[config.mk]
export PLATFORM = sky130hd
export DESIGN_NAME = traffic_phase_scheduler_flat
export DESIGN_NICKNAME = d
export VERILOG_FILES = /design/src/rtl/traffic_phase_scheduler_if.sv /design/src/rtl/traffic_phase_scheduler.sv /design/src/flat_wrapper.sv
export SDC_FILE = /design/constraint.sdc
export NUM_CORES = 1
export LEC_CHECK = 0
export BUFFER_PORTS_ARGS = -buffer_cell sky130_fd_sc_hd__buf_2
export CAP_MARGIN = 10
export CELL_PAD_IN_SITES_DETAIL_PLACEMENT = 0
export CELL_PAD_IN_SITES_GLOBAL_PLACEMENT = 1
export CORE_AREA = 2 2 73 75
export CTS_CLUSTER_SIZE = 12
export DETAILED_ROUTE_END_ITERATION = 8
export DIE_AREA = 0 0 75 77
export PLACE_DENSITY_LB_ADDON = 0.1
export SLEW_MARGIN = 15
export SYNTH_ARGS = -nofsm -noshare
export SYNTH_HDL_FRONTEND = slang
export SYNTH_SLANG_ARGS = --single-unit
[constraint.sdc]
create_clock -name clk -period 2.1 [get_ports clk]
set_input_delay 0.42 -clock clk [delete_from_list [all_inputs] [get_ports clk]]
set_output_delay 0.42 -clock clk [all_outputs]
set_load 0.03 [all_outputs]
[src/rtl/traffic_phase_scheduler_if.sv]
// rtl/traffic_phase_scheduler_if.sv - request inputs and lamp/status outputs of the phase scheduler
interface traffic_phase_scheduler_if;
  logic       side_req;
  logic       ped_req;
  logic [2:0] main_light;
  logic [2:0] side_light;
  logic       walk;
  logic [2:0] phase;
  logic       side_pending;
  logic       ped_pending;

  // Board side: drives the requests, observes lamps and status
  modport master (
    output side_req,
    output ped_req,
    input  main_light,
    input  side_light,
    input  walk,
    input  phase,
    input  side_pending,
    input  ped_pending
  );

  // Scheduler side
  modport slave (
    input  side_req,
    input  ped_req,
    output main_light,
    output side_light,
    output walk,
    output phase,
    output side_pending,
    output ped_pending
  );
endinterface

[src/rtl/traffic_phase_scheduler.sv]
// rtl/traffic_phase_scheduler.sv - intersection phase sequencer with latched requests and round-robin side/ped service
module traffic_phase_scheduler #(
  parameter int unsigned TICK_DIV      = 25000000,
  parameter int unsigned MIN_MAIN_TIME = 6,
  parameter int unsigned SIDE_GO_TIME  = 6,
  parameter int unsigned WAIT_TIME     = 3,
  parameter int unsigned RED_TIME      = 1,
  parameter int unsigned PED_TIME      = 4
) (
  input  logic                      clk,
  input  logic                      rst,
  traffic_phase_scheduler_if.slave  bus
);

  localparam logic [2:0] S_MAIN_GO   = 3'd0;
  localparam logic [2:0] S_MAIN_WAIT = 3'd1;
  localparam logic [2:0] S_ALL_RED   = 3'd2;
  localparam logic [2:0] S_SIDE_GO   = 3'd3;
  localparam logic [2:0] S_SIDE_WAIT = 3'd4;
  localparam logic [2:0] S_PED_WALK  = 3'd5;

  localparam logic TGT_SIDE = 1'b0;
  localparam logic TGT_PED  = 1'b1;

  localparam int unsigned MAX_A = (SIDE_GO_TIME > WAIT_TIME) ? SIDE_GO_TIME : WAIT_TIME;
  localparam int unsigned MAX_B = (RED_TIME > PED_TIME) ? RED_TIME : PED_TIME;
  localparam int unsigned MAXD  = (MAX_A > MAX_B) ? MAX_A : MAX_B;

  localparam int PW = $clog2(TICK_DIV);
  localparam int TW = $clog2(MAXD + 1);
  localparam int EW = $clog2(MIN_MAIN_TIME + 1);

  localparam logic [PW-1:0] PRESC_LAST = PW'(TICK_DIV - 1);
  localparam logic [EW-1:0] MIN_MAIN   = EW'(MIN_MAIN_TIME);
  localparam logic [TW-1:0] D_SIDE_GO  = TW'(SIDE_GO_TIME);
  localparam logic [TW-1:0] D_WAIT     = TW'(WAIT_TIME);
  localparam logic [TW-1:0] D_RED      = TW'(RED_TIME);
  localparam logic [TW-1:0] D_PED      = TW'(PED_TIME);

  logic [2:0]    state_q, state_d;
  logic [PW-1:0] presc_q, presc_d;
  logic [TW-1:0] timer_q, timer_d;
  logic [EW-1:0] elapsed_q, elapsed_d;
  logic          side_pending_q, side_pending_d;
  logic          ped_pending_q, ped_pending_d;
  logic          target_q, target_d;
  logic          last_served_q, last_served_d;
  logic          returning_q, returning_d;

  logic          tick;
  logic [TW-1:0] dur;
  logic [TW-1:0] timer_inc;
  logic [EW-1:0] elapsed_inc;
  logic          timer_done;
  logic          state_change;
  logic          enter_side;
  logic          enter_ped;

  // Tick strobe and the duration of the current timed state
  always_comb begin
    tick        = (presc_q == PRESC_LAST);
    timer_inc   = timer_q + 1'b1;
    elapsed_inc = (elapsed_q == MIN_MAIN) ? MIN_MAIN : elapsed_q + 1'b1;
    dur         = D_RED;
    case (state_q)
      S_MAIN_WAIT: dur = D_WAIT;
      S_SIDE_GO:   dur = D_SIDE_GO;
      S_SIDE_WAIT: dur = D_WAIT;
      S_PED_WALK:  dur = D_PED;
      default:     dur = D_RED;
    endcase
    timer_done = tick && (timer_inc == dur);
  end

  // Phase sequencing, arbitration at main yield, and bookkeeping registers
  always_comb begin
    state_d       = state_q;
    target_d      = target_q;
    last_served_d = last_served_q;
    returning_d   = returning_q;

    case (state_q)
      S_MAIN_GO: begin
        if (tick && (elapsed_inc == MIN_MAIN) && (side_pending_q || ped_pending_q)) begin
          state_d = S_MAIN_WAIT;
          if (side_pending_q && ped_pending_q) begin
            target_d = (last_served_q == TGT_PED) ? TGT_SIDE : TGT_PED;
          end else begin
            target_d = side_pending_q ? TGT_SIDE : TGT_PED;
          end
        end
      end
      S_MAIN_WAIT: if (timer_done) state_d = S_ALL_RED;
      S_ALL_RED: begin
        if (timer_done) begin
          if (returning_q)               state_d = S_MAIN_GO;
          else if (target_q == TGT_SIDE) state_d = S_SIDE_GO;
          else                           state_d = S_PED_WALK;
        end
      end
      S_SIDE_GO:   if (timer_done) state_d = S_SIDE_WAIT;
      S_SIDE_WAIT: if (timer_done) state_d = S_ALL_RED;
      S_PED_WALK:  if (timer_done) state_d = S_ALL_RED;
      default:     state_d = S_MAIN_GO;
    endcase

    state_change = (state_d != state_q);
    enter_side   = state_change && (state_d == S_SIDE_GO);
    enter_ped    = state_change && (state_d == S_PED_WALK);

    // The ALL_RED after a service phase must lead home to main green
    if (enter_side || enter_ped) begin
      returning_d = 1'b1;
    end else if (state_change && (state_d == S_MAIN_GO)) begin
      returning_d = 1'b0;
    end

    if (enter_side)     last_served_d = TGT_SIDE;
    else if (enter_ped) last_served_d = TGT_PED;

    presc_d = (state_change || tick) ? '0 : presc_q + 1'b1;

    // Timer only runs in timed states, so it can never wrap while main idles
    if (state_change)                        timer_d = '0;
    else if (tick && state_q != S_MAIN_GO)   timer_d = timer_inc;
    else                                     timer_d = timer_q;

    if (state_change)                        elapsed_d = '0;
    else if (tick && state_q == S_MAIN_GO)   elapsed_d = elapsed_inc;
    else                                     elapsed_d = elapsed_q;

    // Serving clears the latch and wins over a request in the same cycle
    if (enter_side)
      side_pending_d = 1'b0;
    else if (bus.side_req && state_q != S_SIDE_GO && state_q != S_SIDE_WAIT)
      side_pending_d = 1'b1;
    else
      side_pending_d = side_pending_q;

    if (enter_ped)
      ped_pending_d = 1'b0;
    else if (bus.ped_req && state_q != S_PED_WALK)
      ped_pending_d = 1'b1;
    else
      ped_pending_d = ped_pending_q;
  end

  // State registers with synchronous reset; side wins the first tie
  always_ff @(posedge clk) begin
    if (rst) begin
      state_q        <= S_MAIN_GO;
      presc_q        <= '0;
      timer_q        <= '0;
      elapsed_q      <= '0;
      side_pending_q <= 1'b0;
      ped_pending_q  <= 1'b0;
      target_q       <= TGT_SIDE;
      last_served_q  <= TGT_PED;
      returning_q    <= 1'b0;
    end else begin
      state_q        <= state_d;
      presc_q        <= presc_d;
      timer_q        <= timer_d;
      elapsed_q      <= elapsed_d;
      side_pending_q <= side_pending_d;
      ped_pending_q  <= ped_pending_d;
      target_q       <= target_d;
      last_served_q  <= last_served_d;
      returning_q    <= returning_d;
    end
  end

  // Lamp and status decode from registered state only
  always_comb begin
    bus.main_light   = 3'b100;
    bus.side_light   = 3'b100;
    bus.walk         = 1'b0;
    bus.phase        = state_q;
    bus.side_pending = side_pending_q;
    bus.ped_pending  = ped_pending_q;
    case (state_q)
      S_MAIN_GO:   bus.main_light = 3'b001;
      S_MAIN_WAIT: bus.main_light = 3'b010;
      S_SIDE_GO:   bus.side_light = 3'b001;
      S_SIDE_WAIT: bus.side_light = 3'b010;
      S_PED_WALK:  bus.walk       = 1'b1;
      default:     bus.walk       = 1'b0;
    endcase
  end

endmodule
[src/flat_wrapper.sv]
// flat-port wrapper written by rule: the top's interface ports become plain ports
module traffic_phase_scheduler_flat 
#(
  parameter int unsigned TICK_DIV      = 25000000,
  parameter int unsigned MIN_MAIN_TIME = 6,
  parameter int unsigned SIDE_GO_TIME  = 6,
  parameter int unsigned WAIT_TIME     = 3,
  parameter int unsigned RED_TIME      = 1,
  parameter int unsigned PED_TIME      = 4
)
  (clk, rst, bus_side_req, bus_ped_req, bus_main_light, bus_side_light, bus_walk, bus_phase, bus_side_pending, bus_ped_pending);
  traffic_phase_scheduler_if bus_i ();
  input  logic clk;
  input  logic rst;
  input wire logic [$bits(bus_i.side_req)-1:0] bus_side_req;
  input wire logic [$bits(bus_i.ped_req)-1:0] bus_ped_req;
  output wire logic [$bits(bus_i.main_light)-1:0] bus_main_light;
  output wire logic [$bits(bus_i.side_light)-1:0] bus_side_light;
  output wire logic [$bits(bus_i.walk)-1:0] bus_walk;
  output wire logic [$bits(bus_i.phase)-1:0] bus_phase;
  output wire logic [$bits(bus_i.side_pending)-1:0] bus_side_pending;
  output wire logic [$bits(bus_i.ped_pending)-1:0] bus_ped_pending;
  assign bus_i.side_req = bus_side_req;
  assign bus_i.ped_req = bus_ped_req;
  assign bus_main_light = bus_i.main_light;
  assign bus_side_light = bus_i.side_light;
  assign bus_walk = bus_i.walk;
  assign bus_phase = bus_i.phase;
  assign bus_side_pending = bus_i.side_pending;
  assign bus_ped_pending = bus_i.ped_pending;
  traffic_phase_scheduler #(.TICK_DIV(TICK_DIV), .MIN_MAIN_TIME(MIN_MAIN_TIME), .SIDE_GO_TIME(SIDE_GO_TIME), .WAIT_TIME(WAIT_TIME), .RED_TIME(RED_TIME), .PED_TIME(PED_TIME)) u_core (.clk(clk), .rst(rst), .bus(bus_i));
endmodule
# After elaboration in Yosys (flattened, before gate mapping)
# Index checks and enable logic that the tools add are counted.
# Widths: inputs -> output; s select.
# word_totals
ff_bits	39
out_inout_bits	12
elab_cells	73
# classes
n_addsub	3
n_eq_ne	15
mux	19
n_reduce_logical	27
# op_table
cell	count
$add 25x1->25 const B	1
$eq 25x25->1 const B	1
$mux 3	7
$eq 3x3->1 const B	5
$logic_and 1x1->1	12
$pmux 3 s2	2
$pmux 3 s4	1
$reduce_or 2->1	5
$eq 3x2->1 const B	3
$pmux 3 s3	1
$mux 1	8
$add 3x1->3 const B	2
$logic_not 3->1	2
$ne 3x3->1 const B	2
$reduce_bool 2->1	2
$eq 3x1->1 const B	1
$eq 3x3->1	1
$logic_or 1x1->1	3
$ne 3x2->1 const B	1
$ne 3x3->1	1
$reduce_bool 3->1	1
$reduce_or 3->1	1
$reduce_and 2->1	1

# Logic depth before layout (Yosys ltp)
# logic_depth
word_depth	11
depth_mapped	9
mapped_depth_nobuf	9

# Worst setup path after synthesis
# OpenSTA, ideal clock, no wires.
# synth_timing
path_type	reg-to-reg
start	reg u_core.state_q[1] (netlist: u_core.bus.phase[1])
end	reg u_core.last_served_q
setup_time_ns	0.120
arrival_time_ns	2.057
setup_slack_ns	-0.077
stages_incl_launch_ff	9
path_buffers	1
cell_sequence	dfxtp_1 clkbuf_1 nor2b_1 mux2_2 nand4_1 a21o_4 mux2_4 o21bai_4 a211o_1
# synth_between
elab_chain_len	10
# synth_rtl
item	line_no	source
start, declared	traffic_phase_scheduler.sv:40	logic [2:0] state_q, state_d;
start signal, assigned	traffic_phase_scheduler.sv:161	state_q <= state_d;
$eq 3x1->1 / $eq 3x3->1 (equally long branches)	traffic_phase_scheduler.sv:65, traffic_phase_scheduler.sv:82	
$reduce_or 2->1 (no line)	--	
$pmux 3 s3	traffic_phase_scheduler.sv:65	case (state_q)
$eq 3x3->1	traffic_phase_scheduler.sv:72	timer_done = tick && (timer_inc == dur);
$logic_and 1x1->1	traffic_phase_scheduler.sv:72	
$mux 3 (on tied branches)	--	
$pmux 3 s4	traffic_phase_scheduler.sv:82	case (state_q)
$ne 3x3->1 (tied with other cells)	traffic_phase_scheduler.sv:107	state_change = (state_d != state_q);
$logic_and 1x1->1 (on tied branches)	traffic_phase_scheduler.sv:108, traffic_phase_scheduler.sv:109	
$mux 1 / $reduce_bool 2->1 (equally long branches)	--	
end signal, assigned	traffic_phase_scheduler.sv:168	last_served_q <= last_served_d;
end, declared	traffic_phase_scheduler.sv:47	logic last_served_q, last_served_d;
# Parallel ways exist; a longest one is shown, timed or not.
# A chain may end at the register's enable or synchronous reset.

# Final worst setup path
# layout_timing
start	reg u_core.presc_q[0]
end	reg u_core.last_served_q
# layout_between
elab_chain_len	8
# layout_rtl
item	line_no	source
start, declared	traffic_phase_scheduler.sv:41	logic [PW-1:0] presc_q, presc_d;
start signal, assigned	traffic_phase_scheduler.sv:162	presc_q <= presc_d;
$eq 25x25->1 *	traffic_phase_scheduler.sv:61	tick = (presc_q == PRESC_LAST);
$logic_and 1x1->1 (2 in a row)	traffic_phase_scheduler.sv:84	if (tick && (elapsed_inc == MIN_MAIN) && (side_pending_q || ped_pending_q)) begin
$mux 3	traffic_phase_scheduler.sv:84	
$pmux 3 s4 *	traffic_phase_scheduler.sv:82	
$ne 3x3->1 (tied with other cells)	traffic_phase_scheduler.sv:107	
$logic_and 1x1->1 (on tied branches)	traffic_phase_scheduler.sv:108, traffic_phase_scheduler.sv:109	
$mux 1 / $reduce_bool 2->1 (equally long branches)	--	
# Every way passes the cells marked *; elsewhere a longest branch is shown, timed or not.

==> impl_metrics.ini <==
[sta]
period_minus_slack_ps = 2050
finalHoldViolations = 0
tns_ps = 0
relSlewSlack = 0.745
maxSlewViolCount = 0
finalCritPeriodShare = 0.977
worst_pin_slew_ps = 378
grt_setup_unrepaired = true
setup-violations-final = 0
fin_skew_ps = 4.26
timing.final.ws_setup_ps = 47.6
whs_ps = 366
max_freq_ghz = 0.487

[clocking]
cts_tree = built
cts_num_sinks = 39
clk_pin_slew_worst_paths_ps = 70
numCtsBuffers = 5
h-tree-depth = 2
cts_buffer_depth = 2
insertion_delay_ps = 290
cts-root-buf = clkbuf_8

[routing]
ant_nets = 0
met2WireLength_um = 1950
drt-total-wl_um = 3980
wirelength_met1_um = 1870
drc = 0
routed.top_layer = met4
detail_route.wl_per_cell_um = 11.6
dr.pass1.iters = 4
routed-wl-met3_um = 92
initialDrtViolationCount = 36
via_per_inst = 4.73
vias = 1616

[logic_synthesis]
async_flop_share = 0
synth-simple-area-share = 0.282
synth_ff_type = dfxtp_1
syn_area_um2 = 1940
synth-edff-count = 0
synthMuxAreaShare = 0.0290
ys_warn_count = 0
synth_cells = 228
synth_cell_type_count = 43
yosysTopAreaCellShare = 0.402
synthAdderAreaFrac = 0.0258
synth_top_family_by_area = simple AND/OR/NAND/NOR gates
synth_nets = 236
synth_compound_area_frac = 0.101
seq_area_frac_synth = 0.402
synthTopCellsByArea = dfxtp_1 40%, xor2_1 9.5%, nor2_1 7.9%, nand2_1 3.3%, xnor2_1 3.2%
syn_area_per_cell_um2 = 8.52
synth_top_cell_by_area = dfxtp_1
ys_ff_latch = 39
synth_xor_area_frac = 0.126

[placement]
globalplace.congestion = 0.791
dp_hpwl_um = 3020
numPortBuffers = 15
dpl_worst_slack_ps = -30.6

[critical_path]
worst_setup_path_end_kind = flip-flop
required_ps = 2280
cp_max_fo = 6
ff2ff_path_depth = 7
r2r_slack_ps = 50
start_kind = flip-flop
worst_r2r_endpoint = u_core.last_served_q$_SDFFE_PP1P_
criticalPathCategory = flip-flop to flip-flop
r2r_start = u_core.presc_q[0]$_SDFF_PP0_
worstPathArrival_ps = 2230

[global_route]
grt_start_max_net_pins = 19
grt_pass1_vias = 1664
antenna_found_initial = 0
grt_first_pass_wirelength_um = 7010
grt_use_total = 0.155
grt_overflow_total = 0

[power]
leakagePower_nw = 1.05
ir_worst_vdd_mv = 0.288
pwr_density_cell_nw_per_um2 = 554
power.total_w = 0.00135

[final_layout]
finalNetCount = 279
drive_gt1_frac = 0.261
area_growth_pct = 25.2
antenna_cells = 0

[die]
die_h_um = 77
rows = 26
die_w_um = 75
design.die.area_um2 = 5780
num_io_pins = 16
initial_core_util = 0.390
core_area_um2 = 4980

[worst_hold_path]
worstHoldStart = bus_ped_req
hold-path-cell-count = 3
min_to = u_core.bus.ped_pending$_SDFFE_PP0P_
hold_path.class = input port to flip-flop

[outcome]
status = finished clean

[job]
maxCapViolCount = 0
-- routing by layer --
metal  global-route usage  vias up
li1                     -      863
met4               0.0714        0
met1                0.184      731
met2                0.263       15
met3               0.0289        7
met5                    0        -
-- layout make-up --
class / count / area (um2)
fill: 489 / 2550
multi-input combinational: 172 / 1120
sequential: 39 / 786
timing repair buffer: 46 / 312
clock buffer: 8 / 100
tap: 70 / 87.6
inverter: 7 / 26.3
-- repair_timing --
item	in CTS	in global routing
gates cloned	0	0
hold buffers	0	0
pin swaps	0	4
gates resized for setup	2	3
setup endpoints to repair	4	6
buffers inserted	0	0
-- worst max path at each step --
stage                                   from                                end  cells past startpoint
5_1_grt        u_core.presc_q[17]$_SDFF_PP0_       u_core.target_q$_SDFFE_PP0P_                      6
3_3_place_gp    u_core.presc_q[7]$_SDFF_PP0_       u_core.target_q$_SDFFE_PP0P_                      6
6_report        u_core.presc_q[0]$_SDFF_PP0_  u_core.last_served_q$_SDFFE_PP1P_                      7
4_1_cts         u_core.presc_q[8]$_SDFF_PP0_  u_core.last_served_q$_SDFFE_PP1P_                      7
3_5_place_dp    u_core.presc_q[8]$_SDFF_PP0_    u_core.returning_q$_SDFFE_PP0P_                      7
2_1_floorplan   u_core.presc_q[1]$_SDFF_PP0_  u_core.last_served_q$_SDFFE_PP1P_                      9
-- cell usage after synthesis, types with 2 or more instances --
cell type and count:
xnor2_1 7, or3_1 2, nand2_1 17, and2_1 3, or2_2 2, mux2i_1 3
nand3_1 8, a31oi_1 2, xor2_1 21, dfxtp_1 39, and3_1 9, nor2b_1 4
nor2_1 41, nand4_1 6, a21oi_1 8, buf_2 2, o21a_1 2, inv_1 7
o21ai_0 6, and4_1 2, nor4b_2 2, clkbuf_1 8, ha_1 4, nor3_1 4
-- worst max-delay path, stage by stage, from the launching register on --
cell	delay [ps]
dfxtp_2	350
ha_4	140
and4_4	210
nand2_2	60
or3_4	420
a21o_4	220
o311a_1	280
a211o_1	260
-- kinds of logic (layout without fill, tap and decap cells) --
kind of cell               after synthesis  count (layout)
and+or+nand+nor                        107             107
DFF                                     39              39
buffers and inverters                   17              61
muxes                                    5               5
adders and majority gates                4               4
AOI/OAI and AO/OA                       28              28
xor gates and xnor gates                28              28
-- through the flow --
step           area, um2   util  cells
6_report            2430  0.488    342
3_3_place_gp        2320  0.466    334
2_1_floorplan       1970      -    228
4_1_cts             2420  0.487    342
5_1_grt             2430  0.488    342
3_5_place_dp        2320  0.466    334
-- state kept, by name (all words and copies together), names as in the netlist --
register and cells:
u_core.presc_q 25, u_core.bus.phase 3, u_core.returning_q 1, u_core.last_served_q 1, u_core.timer_q 3, u_core.bus.side_pending 1, u_core.target_q 1, u_core.bus.ped_pending 1
u_core.elapsed_q 3
-- placed cells by master (no fill, tap or decap), types with 2 or more instances in the layout --
cell type,count
nor2b_1,4
inv_1,7
xnor2_1,7
xor2_1,21
mux2i_1,3
buf_2,15
clkbuf_8,7
or2_2,2
nor4b_2,2
nand2_1,16
a31oi_1,2
and3_1,9
buf_4,30
dfxtp_1,35
and2_1,3
o21ai_1,2
o21a_1,2
dfxtp_2,4
ha_1,3
nand3_1,8
nor3_1,4
nor2_1,40
nand4_1,6
o21ai_0,5
a21oi_1,8
-- power breakdown --
| part | switching, W | internal (W) | total, W |
|---|---|---|---|
| logic | 0.0000266 | 0.0000204 | 0.0000470 |
| registers | 0.00000673 | 0.000748 | 0.000754 |
| clock network | 0.000246 | 0.000300 | 0.000545 |
(Power assumes the default switching activity.)
